===== src/rtl/mips_main_controller.sv =====
// Multicycle MIPS main control FSM: sequences fetch/decode/execute/memory/writeback.
// Optional macro LOGIC_IMM_EN adds the LOGEX state for andi/ori (zero-extended immediates).
module mips_main_controller #(
    parameter int OP_WIDTH    = 6,
    parameter int STATE_WIDTH = 4
) (
    input  logic                   CLK,
    input  logic                   RST,
    input  logic [OP_WIDTH-1:0]    Op,
    input  logic                   Zero,
    output logic                   IorD,
    output logic                   MemWrite,
    output logic                   IRWrite,
    output logic                   RegDst,
    output logic                   MemtoReg,
    output logic                   RegWrite,
    output logic                   ALUSrcA,
    output logic [1:0]             ALUSrcB,
    output logic [1:0]             ALUOp,
    output logic [1:0]             PCSrc,
    output logic                   PCEn,
    output logic                   s_notz,
    output logic                   illegal_op,
    output logic [STATE_WIDTH-1:0] state_o
);
    typedef enum logic [3:0] {
        S_IDLE, S_FETCH, S_DECODE, S_MEMADR, S_MEMRD, S_MEMWB, S_MEMWR,
        S_EXECUTE, S_ALUWB, S_BRANCH, S_ADDIEX, S_IMMWB, S_JUMP, S_LOGEX
    } state_t;

    typedef struct packed {
        logic       iord;
        logic       mem_write;
        logic       ir_write;
        logic       reg_dst;
        logic       mem_to_reg;
        logic       reg_write;
        logic       alu_src_a;
        logic [1:0] alu_src_b;
        logic [1:0] alu_op;
        logic [1:0] pc_src;
        logic       pc_write;
        logic       branch;
    } ctrl_t;

    localparam logic [OP_WIDTH-1:0] OP_RTYPE = OP_WIDTH'(6'b000000);
    localparam logic [OP_WIDTH-1:0] OP_J     = OP_WIDTH'(6'b000010);
    localparam logic [OP_WIDTH-1:0] OP_BEQ   = OP_WIDTH'(6'b000100);
    localparam logic [OP_WIDTH-1:0] OP_ADDI  = OP_WIDTH'(6'b001000);
    localparam logic [OP_WIDTH-1:0] OP_ANDI  = OP_WIDTH'(6'b001100);
    localparam logic [OP_WIDTH-1:0] OP_ORI   = OP_WIDTH'(6'b001101);
    localparam logic [OP_WIDTH-1:0] OP_LW    = OP_WIDTH'(6'b100011);
    localparam logic [OP_WIDTH-1:0] OP_SW    = OP_WIDTH'(6'b101011);

    state_t state_q, state_d;
    ctrl_t  ctrl_q, ctrl_d;
    logic   op_legal;

    function automatic ctrl_t decode(state_t s);
        ctrl_t c;
        c = '0;
        case (s)
            S_FETCH:   begin c.ir_write = 1'b1; c.alu_src_b = 2'b01; c.pc_write = 1'b1; end
            S_DECODE:  c.alu_src_b = 2'b11;
            S_MEMADR:  begin c.alu_src_a = 1'b1; c.alu_src_b = 2'b10; end
            S_MEMRD:   c.iord = 1'b1;
            S_MEMWB:   begin c.reg_write = 1'b1; c.mem_to_reg = 1'b1; end
            S_MEMWR:   begin c.iord = 1'b1; c.mem_write = 1'b1; end
            S_EXECUTE: begin c.alu_src_a = 1'b1; c.alu_op = 2'b10; end
            S_ALUWB:   begin c.reg_dst = 1'b1; c.reg_write = 1'b1; end
            S_BRANCH:  begin c.alu_src_a = 1'b1; c.alu_op = 2'b01; c.pc_src = 2'b01; c.branch = 1'b1; end
            S_ADDIEX:  begin c.alu_src_a = 1'b1; c.alu_src_b = 2'b10; end
            S_IMMWB:   c.reg_write = 1'b1;
            S_JUMP:    begin c.pc_src = 2'b10; c.pc_write = 1'b1; end
`ifdef LOGIC_IMM_EN
            S_LOGEX:   begin c.alu_src_a = 1'b1; c.alu_src_b = 2'b10; c.alu_op = 2'b11; end
`endif
            default:   c = '0;
        endcase
        return c;
    endfunction

    always_comb begin
        state_d  = S_FETCH;
        op_legal = 1'b1;
        case (state_q)
            S_IDLE:    state_d = S_FETCH;
            S_FETCH:   state_d = S_DECODE;
            S_DECODE: begin
                if (Op == OP_LW || Op == OP_SW) state_d = S_MEMADR;
                else if (Op == OP_RTYPE)        state_d = S_EXECUTE;
                else if (Op == OP_BEQ)          state_d = S_BRANCH;
                else if (Op == OP_ADDI)         state_d = S_ADDIEX;
                else if (Op == OP_J)            state_d = S_JUMP;
`ifdef LOGIC_IMM_EN
                else if (Op == OP_ANDI || Op == OP_ORI) state_d = S_LOGEX;
`endif
                else                            op_legal = 1'b0;
            end
            S_MEMADR:  state_d = (Op == OP_SW) ? S_MEMWR : S_MEMRD;
            S_MEMRD:   state_d = S_MEMWB;
            S_EXECUTE: state_d = S_ALUWB;
            S_ADDIEX:  state_d = S_IMMWB;
`ifdef LOGIC_IMM_EN
            S_LOGEX:   state_d = S_IMMWB;
`endif
            default:   state_d = S_FETCH;
        endcase
        // outputs are registered alongside the state so they stay a pure function of it
        ctrl_d = decode(state_d);
    end

    always_ff @(posedge CLK or negedge RST) begin
        if (!RST) begin
            state_q <= S_IDLE;
            ctrl_q  <= '0;
        end else begin
            state_q <= state_d;
            ctrl_q  <= ctrl_d;
        end
    end

    assign IorD       = ctrl_q.iord;
    assign MemWrite   = ctrl_q.mem_write;
    assign IRWrite    = ctrl_q.ir_write;
    assign RegDst     = ctrl_q.reg_dst;
    assign MemtoReg   = ctrl_q.mem_to_reg;
    assign RegWrite   = ctrl_q.reg_write;
    assign ALUSrcA    = ctrl_q.alu_src_a;
    assign ALUSrcB    = ctrl_q.alu_src_b;
    assign ALUOp      = ctrl_q.alu_op;
    assign PCSrc      = ctrl_q.pc_src;
    assign PCEn       = ctrl_q.pc_write | (ctrl_q.branch & Zero);
    assign illegal_op = (state_q == S_DECODE) && !op_legal;
    assign state_o    = STATE_WIDTH'(state_q);
`ifdef LOGIC_IMM_EN
    assign s_notz     = (state_q != S_LOGEX);
`else
    assign s_notz     = 1'b1;
`endif
endmodule

===== config.mk =====
export PLATFORM = sky130hd
export DESIGN_NAME = mips_main_controller
export DESIGN_NICKNAME = d
export VERILOG_FILES = /design/src/rtl/mips_main_controller.sv
export SDC_FILE = /design/constraint.sdc
export NUM_CORES = 1
export LEC_CHECK = 0
export ABC_AREA = 1
export CORE_MARGIN = 2
export CORE_UTILIZATION = 46
export DETAILED_ROUTE_END_ITERATION = 8
export HOLD_SLACK_MARGIN = 0.1
export PLACE_DENSITY_LB_ADDON = 0.25
export SLEW_MARGIN = 20
export SYNTH_ARGS = -nofsm -noshare
export SYNTH_HDL_FRONTEND = slang
export SYNTH_SLANG_ARGS = --single-unit
export TNS_END_PERCENT = 1

===== constraint.sdc =====
create_clock -name CLK -period 1.55 [get_ports CLK]
set_input_delay 0.2325 -clock CLK [delete_from_list [all_inputs] [get_ports CLK]]
set_output_delay 0.2325 -clock CLK [all_outputs]
set_load 0.01 [all_outputs]

; ---- Word-level counts from Yosys, hierarchy flattened
; Cells that the tools add are included.
[classes]
mux = 25
shifts = 0
n_eq_ne = 23
n_reduce_logical = 9
add_sub_neg = 0
n_mul = 0
n_lt_le_gt_ge = 0
div = 0
bitwise = 2
[ops]
columns = cell, n
row1 = 4-bit by 3-bit equality test with 1-bit output (second input constant), 6
row2 = 4-bit equality test (second input constant), 6
row3 = 4-bit one-hot mux with 6 select lines, 1
row4 = 4-bit two-way mux, 5
row5 = 4-bit by 2-bit equality test with 1-bit output (second input constant), 4
row6 = 1-bit two-way mux, 15
row7 = 6-bit equality test (second input constant), 2
row8 = 4-bit by 1-bit equality test with 1-bit output (second input constant), 2
row9 = 2-bit one-hot mux with 2 select lines, 2
row10 = 6-bit by 2-bit equality test with 1-bit output (second input constant), 1
row11 = 6-bit by 3-bit equality test with 1-bit output (second input constant), 1
row12 = 6-bit by 4-bit equality test with 1-bit output (second input constant), 1
row13 = 6-bit logical NOT, 1
row14 = 2-bit one-hot mux with 3 select lines, 1
row15 = 2-bit OR reduction, 3
row16 = 4-bit OR reduction, 1
row17 = 3-bit OR reduction, 1
row18 = 2-bit two-way mux, 1
row19 = 1-bit bitwise AND, 1
row20 = 1-bit logical AND, 1
row21 = 1-bit logical NOT, 1
row22 = 1-bit logical OR, 1
row23 = 1-bit OR, 1
[word_totals]
ram_bits = 0
inputBits = 9
n_memories = 0
rom_bits = 0
register_bits = 19
output_inout_bits = 20
latchBits = 0

; ---- Logic depth before layout (Yosys ltp)
[logic_depth]
depth_word = 10
ltp_mapped = 11

; ---- Worst setup path after synthesis
; OpenSTA, ideal clock, no wires.
[synth_timing]
path_kind = register -> output
from = register state_q[2] (netlist: state_o[2])
to = output port illegal_op
arrival_time_ps = 1253
stages_incl_launch_ff = 6
slack_ps = 65
cell_sequence = dfrtp_1 > nor2_2 > nand2_2 > inv_4 > o21ai_0 > a311oi_1
[synth_between]
elab_chain_len = 4
[synth_rtl]
columns = item, line_no
row1 = "start, declared", 55  ; state_t state_q, state_d;
row2 = "start signal, assigned", 118  ; state_q <= state_d;
row3 = 4-bit by 2-bit equality test with 1-bit output *, "86, 134"
row4 = 1-bit two-way mux, 86  ; case (state_q)
row5 = 1-bit logical NOT, 134  ; assign illegal_op = (state_q == S_DECODE) && !op_legal;
row6 = 1-bit logical AND *, 134
row7 = "end, declared", 23  ; output logic illegal_op,
; Every way passes the cells marked *; elsewhere a longest branch is shown, timed or not.

; ---- Worst setup path after layout
[layout_timing]
from = register state_q[1] (netlist: state_o[1])
to = output port state_o[1]
[layout_lines]
columns = item, line_no
row1 = "end, declared", 24  ; output logic [STATE_WIDTH-1:0] state_o
; No word-level cell between the ends.

==> run_summary.xml <==
<?xml version="1.0" encoding="UTF-8"?>
<metrics>
  <group name="run_status">
    <metric name="run_status" unit="">finished with violations</metric>
    <metric name="violations_in_the_final_reports" unit="">negative setup slack</metric>
  </group>
  <group name="logic_synthesis">
    <metric name="synth.ff_latch_count" unit="">18</metric>
    <metric name="synth_cells" unit="">120</metric>
    <metric name="dominantRegCellSynth" unit="">dfrtp_1</metric>
    <metric name="synth.most_common_cell" unit="">dfrtp_1</metric>
    <metric name="synth-seq-area-share" unit="%">44.0</metric>
    <metric name="netlist.top_cell.by_area" unit="">dfrtp_1</metric>
    <metric name="synth_area" unit="µm²">1020</metric>
    <metric name="library_cells_used_by_synthesis" unit="">19</metric>
    <metric name="syn_nets" unit="">129</metric>
    <metric name="async_flop_share" unit="%">100</metric>
    <metric name="synth_top_area_share" unit="%">44.0</metric>
    <metric name="synth_enable_flop_cells" unit="">0</metric>
    <metric name="synth-warning-count" unit="">0</metric>
    <metric name="syn_avg_cell_area" unit="µm²">8.54</metric>
    <metric name="post_synth_most_frequent_cells" unit="">dfrtp_1, inv_1, nand2_1, nor2_1, nor2_2</metric>
    <metric name="synth.top_cells.by_area" unit="">dfrtp_1, nand3_2, nor2_2</metric>
  </group>
  <group name="timing">
    <metric name="post-route-worst-setup-slack" unit="ns">-0.0993</metric>
    <metric name="clock_skew" unit="ns">0.00461</metric>
    <metric name="final_min_period_over_clock_period" unit="%">106</metric>
    <metric name="report.final.hold_viol_count" unit="">0</metric>
    <metric name="setup_viol" unit="">7</metric>
    <metric name="finalMaxSlewViolations" unit="">0</metric>
    <metric name="rsz0062_at_grt" unit="">yes</metric>
    <metric name="max_freq" unit="MHz">606</metric>
    <metric name="period_minus_slack" unit="ns">1.65</metric>
  </group>
  <group name="critical_path">
    <metric name="worstPathRequired" unit="ns">1.32</metric>
    <metric name="worstSetupEndpointType" unit="">primary output</metric>
    <metric name="cpMaxStageDelayCell" unit="">clkdlybuf4s50_1</metric>
    <metric name="critPathMostFrequentCell" unit="">buf_4</metric>
    <metric name="cpPeakStageDelay" unit="ns">0.47</metric>
    <metric name="path_cells" unit="">buf_4, buf_4, clkdlybuf4s50_1</metric>
    <metric name="crit_path_max_fanout" unit="">3</metric>
    <metric name="setup.worst_path.class" unit="">reg -&gt; out</metric>
    <metric name="element_type_at_the_critical_path_start" unit="">register</metric>
    <metric name="worst_ep_arrival_time" unit="ns">1.42</metric>
  </group>
  <group name="die">
    <metric name="die_x" unit="µm">51.2</metric>
    <metric name="row_count" unit="">17</metric>
    <metric name="die_height" unit="µm">51.2</metric>
    <metric name="boundaryPins" unit="">29</metric>
    <metric name="initial_core_util" unit="%">47.7</metric>
    <metric name="core_region_area" unit="µm²">2150</metric>
    <metric name="dieArea" unit="µm²">2620</metric>
  </group>
  <group name="drt">
    <metric name="first_pass_iters" unit="">4</metric>
    <metric name="postRouteWirelength" unit="µm">1950</metric>
    <metric name="post-route-drc-count" unit="">0</metric>
    <metric name="route.detailed.wl_per_inst" unit="µm">9.95</metric>
    <metric name="ant_nets" unit="">0</metric>
    <metric name="viasPerCell" unit="">4.43</metric>
    <metric name="dr.first_iter.drc_count" unit="">9</metric>
    <metric name="vias" unit="">868</metric>
  </group>
  <group name="power">
    <metric name="static-leakage-power" unit="nW">0.818</metric>
    <metric name="pwr-share-clk" unit="%">11.7</metric>
    <metric name="max-vdd-ir-drop" unit="V">0.00100</metric>
    <metric name="p_int" unit="mW">1.47</metric>
    <metric name="power.share.sequential" unit="%">27.3</metric>
    <metric name="power.share.switching" unit="%">39.2</metric>
    <metric name="finalPower" unit="mW">2.42</metric>
    <metric name="netSwitchingPower" unit="mW">0.947</metric>
    <metric name="power.density" unit="nW/µm²">1620</metric>
    <metric name="pwr-share-comb" unit="%">61.0</metric>
  </group>
  <group name="clock_network">
    <metric name="tritoncts_clock_tree" unit="">built</metric>
    <metric name="ctsHtreeMaxLevel" unit="">1</metric>
    <metric name="clk_transition_reported_paths" unit="ns">0.10</metric>
    <metric name="clk_path_buf_depth" unit="">2</metric>
    <metric name="cts.root.buffer_cell" unit="">clkbuf_4</metric>
    <metric name="clock_sinks" unit="">18</metric>
    <metric name="post_cts_hold_buffer_count" unit="">0</metric>
    <metric name="clock_latency" unit="ns">0.29</metric>
    <metric name="numCtsBuffers" unit="">3</metric>
  </group>
  <group name="placement">
    <metric name="hpwlAfterDp" unit="µm">1600</metric>
    <metric name="place.detailed.instances" unit="">189</metric>
    <metric name="gp_congestion" unit="">0.782</metric>
    <metric name="placed_area" unit="µm²">1440</metric>
    <metric name="number_of_buffers_inserted_by_port_buffering" unit="">27</metric>
  </group>
  <group name="final_layout">
    <metric name="final_nets" unit="">178</metric>
    <metric name="layout-drive-gt1-share" unit="%">42.9</metric>
    <metric name="fin_area" unit="µm²">1500</metric>
    <metric name="antenna-diode-count" unit="">0</metric>
    <metric name="final_cell_count_no_fill" unit="">196</metric>
    <metric name="area.growth.synth_to_final" unit="%">45.9</metric>
  </group>
  <group name="grt">
    <metric name="grtUsageTotal" unit="%">16.8</metric>
    <metric name="grt_max_degree" unit="">19</metric>
    <metric name="global_route_wire_length_before_repair" unit="µm">3230</metric>
    <metric name="grt_antenna_before_repair" unit="">0</metric>
    <metric name="gr-total-overflow" unit="">0</metric>
    <metric name="first_global_vias" unit="">837</metric>
  </group>
  <group name="worst_hold_path">
    <metric name="worstHoldPathType" unit="">in -&gt; async</metric>
  </group>
  <group name="job">
    <metric name="maxCapViolations" unit="">0</metric>
  </group>
</metrics>
-- cells by family after synthesis --
kind of cell	count (synthesis)	synth area share [%]
simple gates	68	38.1
buf+inv	28	13.1
flops	18	44.0
compound gates	5	4.52
other cells	1	0.366
-- timing repair --
action,CTS,global route
gates resized for setup,15,3
setup endpoints to repair,5,11
buffers inserted,2,1
pin swaps,3,2
gates cloned,0,0
-- per-layer routing --
layer  GRT usage (%)  vias up  routed length [µm]
met1            16.9      390                 801
li1                -      451                   -
met4            9.46        0                  52
met3            2.05        5                  83
met5               0        -                   0
met2            32.7       22                1010
-- layout make-up --
class	instances	area (µm²)
Sequential cell	18	450
Inverter	21	81.3
Clock buffer	4	36.3
Multi-Input combinational cell	74	458
Tap cell	28	35.0
Fill cell	177	653
Timing Repair Buffer	51	434
-- flip-flops by register name (all words and copies together), names as in the netlist --
name,cells
IRWrite,1
ALUSrcA,1
IorD,1
ALUSrcB,2
state_o,4
ctrl_q,2
MemtoReg,1
ALUOp,2
RegDst,1
RegWrite,1
PCSrc,1
MemWrite,1
-- power by group through the flow --
stage               logic (mW)  clock network (mW)  registers [mW]
floorplan                0.756                   0           0.730
global placement          1.41                   0           0.664
detailed placement        1.44                   0           0.672
CTS                       1.43               0.290           0.662
global route              1.63               0.307           0.674
finish                    1.48               0.284           0.660
-- through the flow --
step	utilization, %	worst slack, ns	TNS [ns]	hold slack, ns
3_3_place_gp	66.8	-0.505	-1.98	0.577
4_1_cts	68.5	-0.105	-0.430	0.263
6_report	69.6	-0.0993	-0.415	0.255
2_1_floorplan	-	0.0648	0	-0.0631
5_1_grt	69.6	-0.220	-1.54	0.281
3_5_place_dp	66.8	-0.540	-2.60	0.588
-- placed cells by master, fill, tap and decap left out, types with 2 or more instances in the layout --
cell,count
nand3_2,8
inv_1,16
nor2_2,14
clkbuf_4,3
nand2_1,16
inv_2,4
buf_4,24
dfrtp_1,18
nand3_1,3
nand2_2,10
nor2_1,12
clkdlybuf4s50_1,17
dlygate4sd2_1,9
nor2_4,2
-- path summary, 6_finish.rpt --
check | startpoint | depth (start not counted) | endpoint | slack (ns)
max | state_o[1] | 3 | state_o[1] | -0.1
min | RST | 2 | ALUSrcB[0] | 0.26
max reg2reg | state_o[3] | 12 | ALUSrcB[1] | -0.06
max in group asynchronous | RST | 2 | state_o[3] | 1.10
min reg2reg | state_o[1] | 5 | ALUSrcB[0] | 0.72
min in group CLK | Op[1] | 6 | MemWrite | 0.58
-- worst max-delay path, delay by kind of cell (launching register included) --
kind	cells	cell delay, ns
buffers and inverters	3	0.73
flip-flops	1	0.40
(Power assumes the default switching activity.)
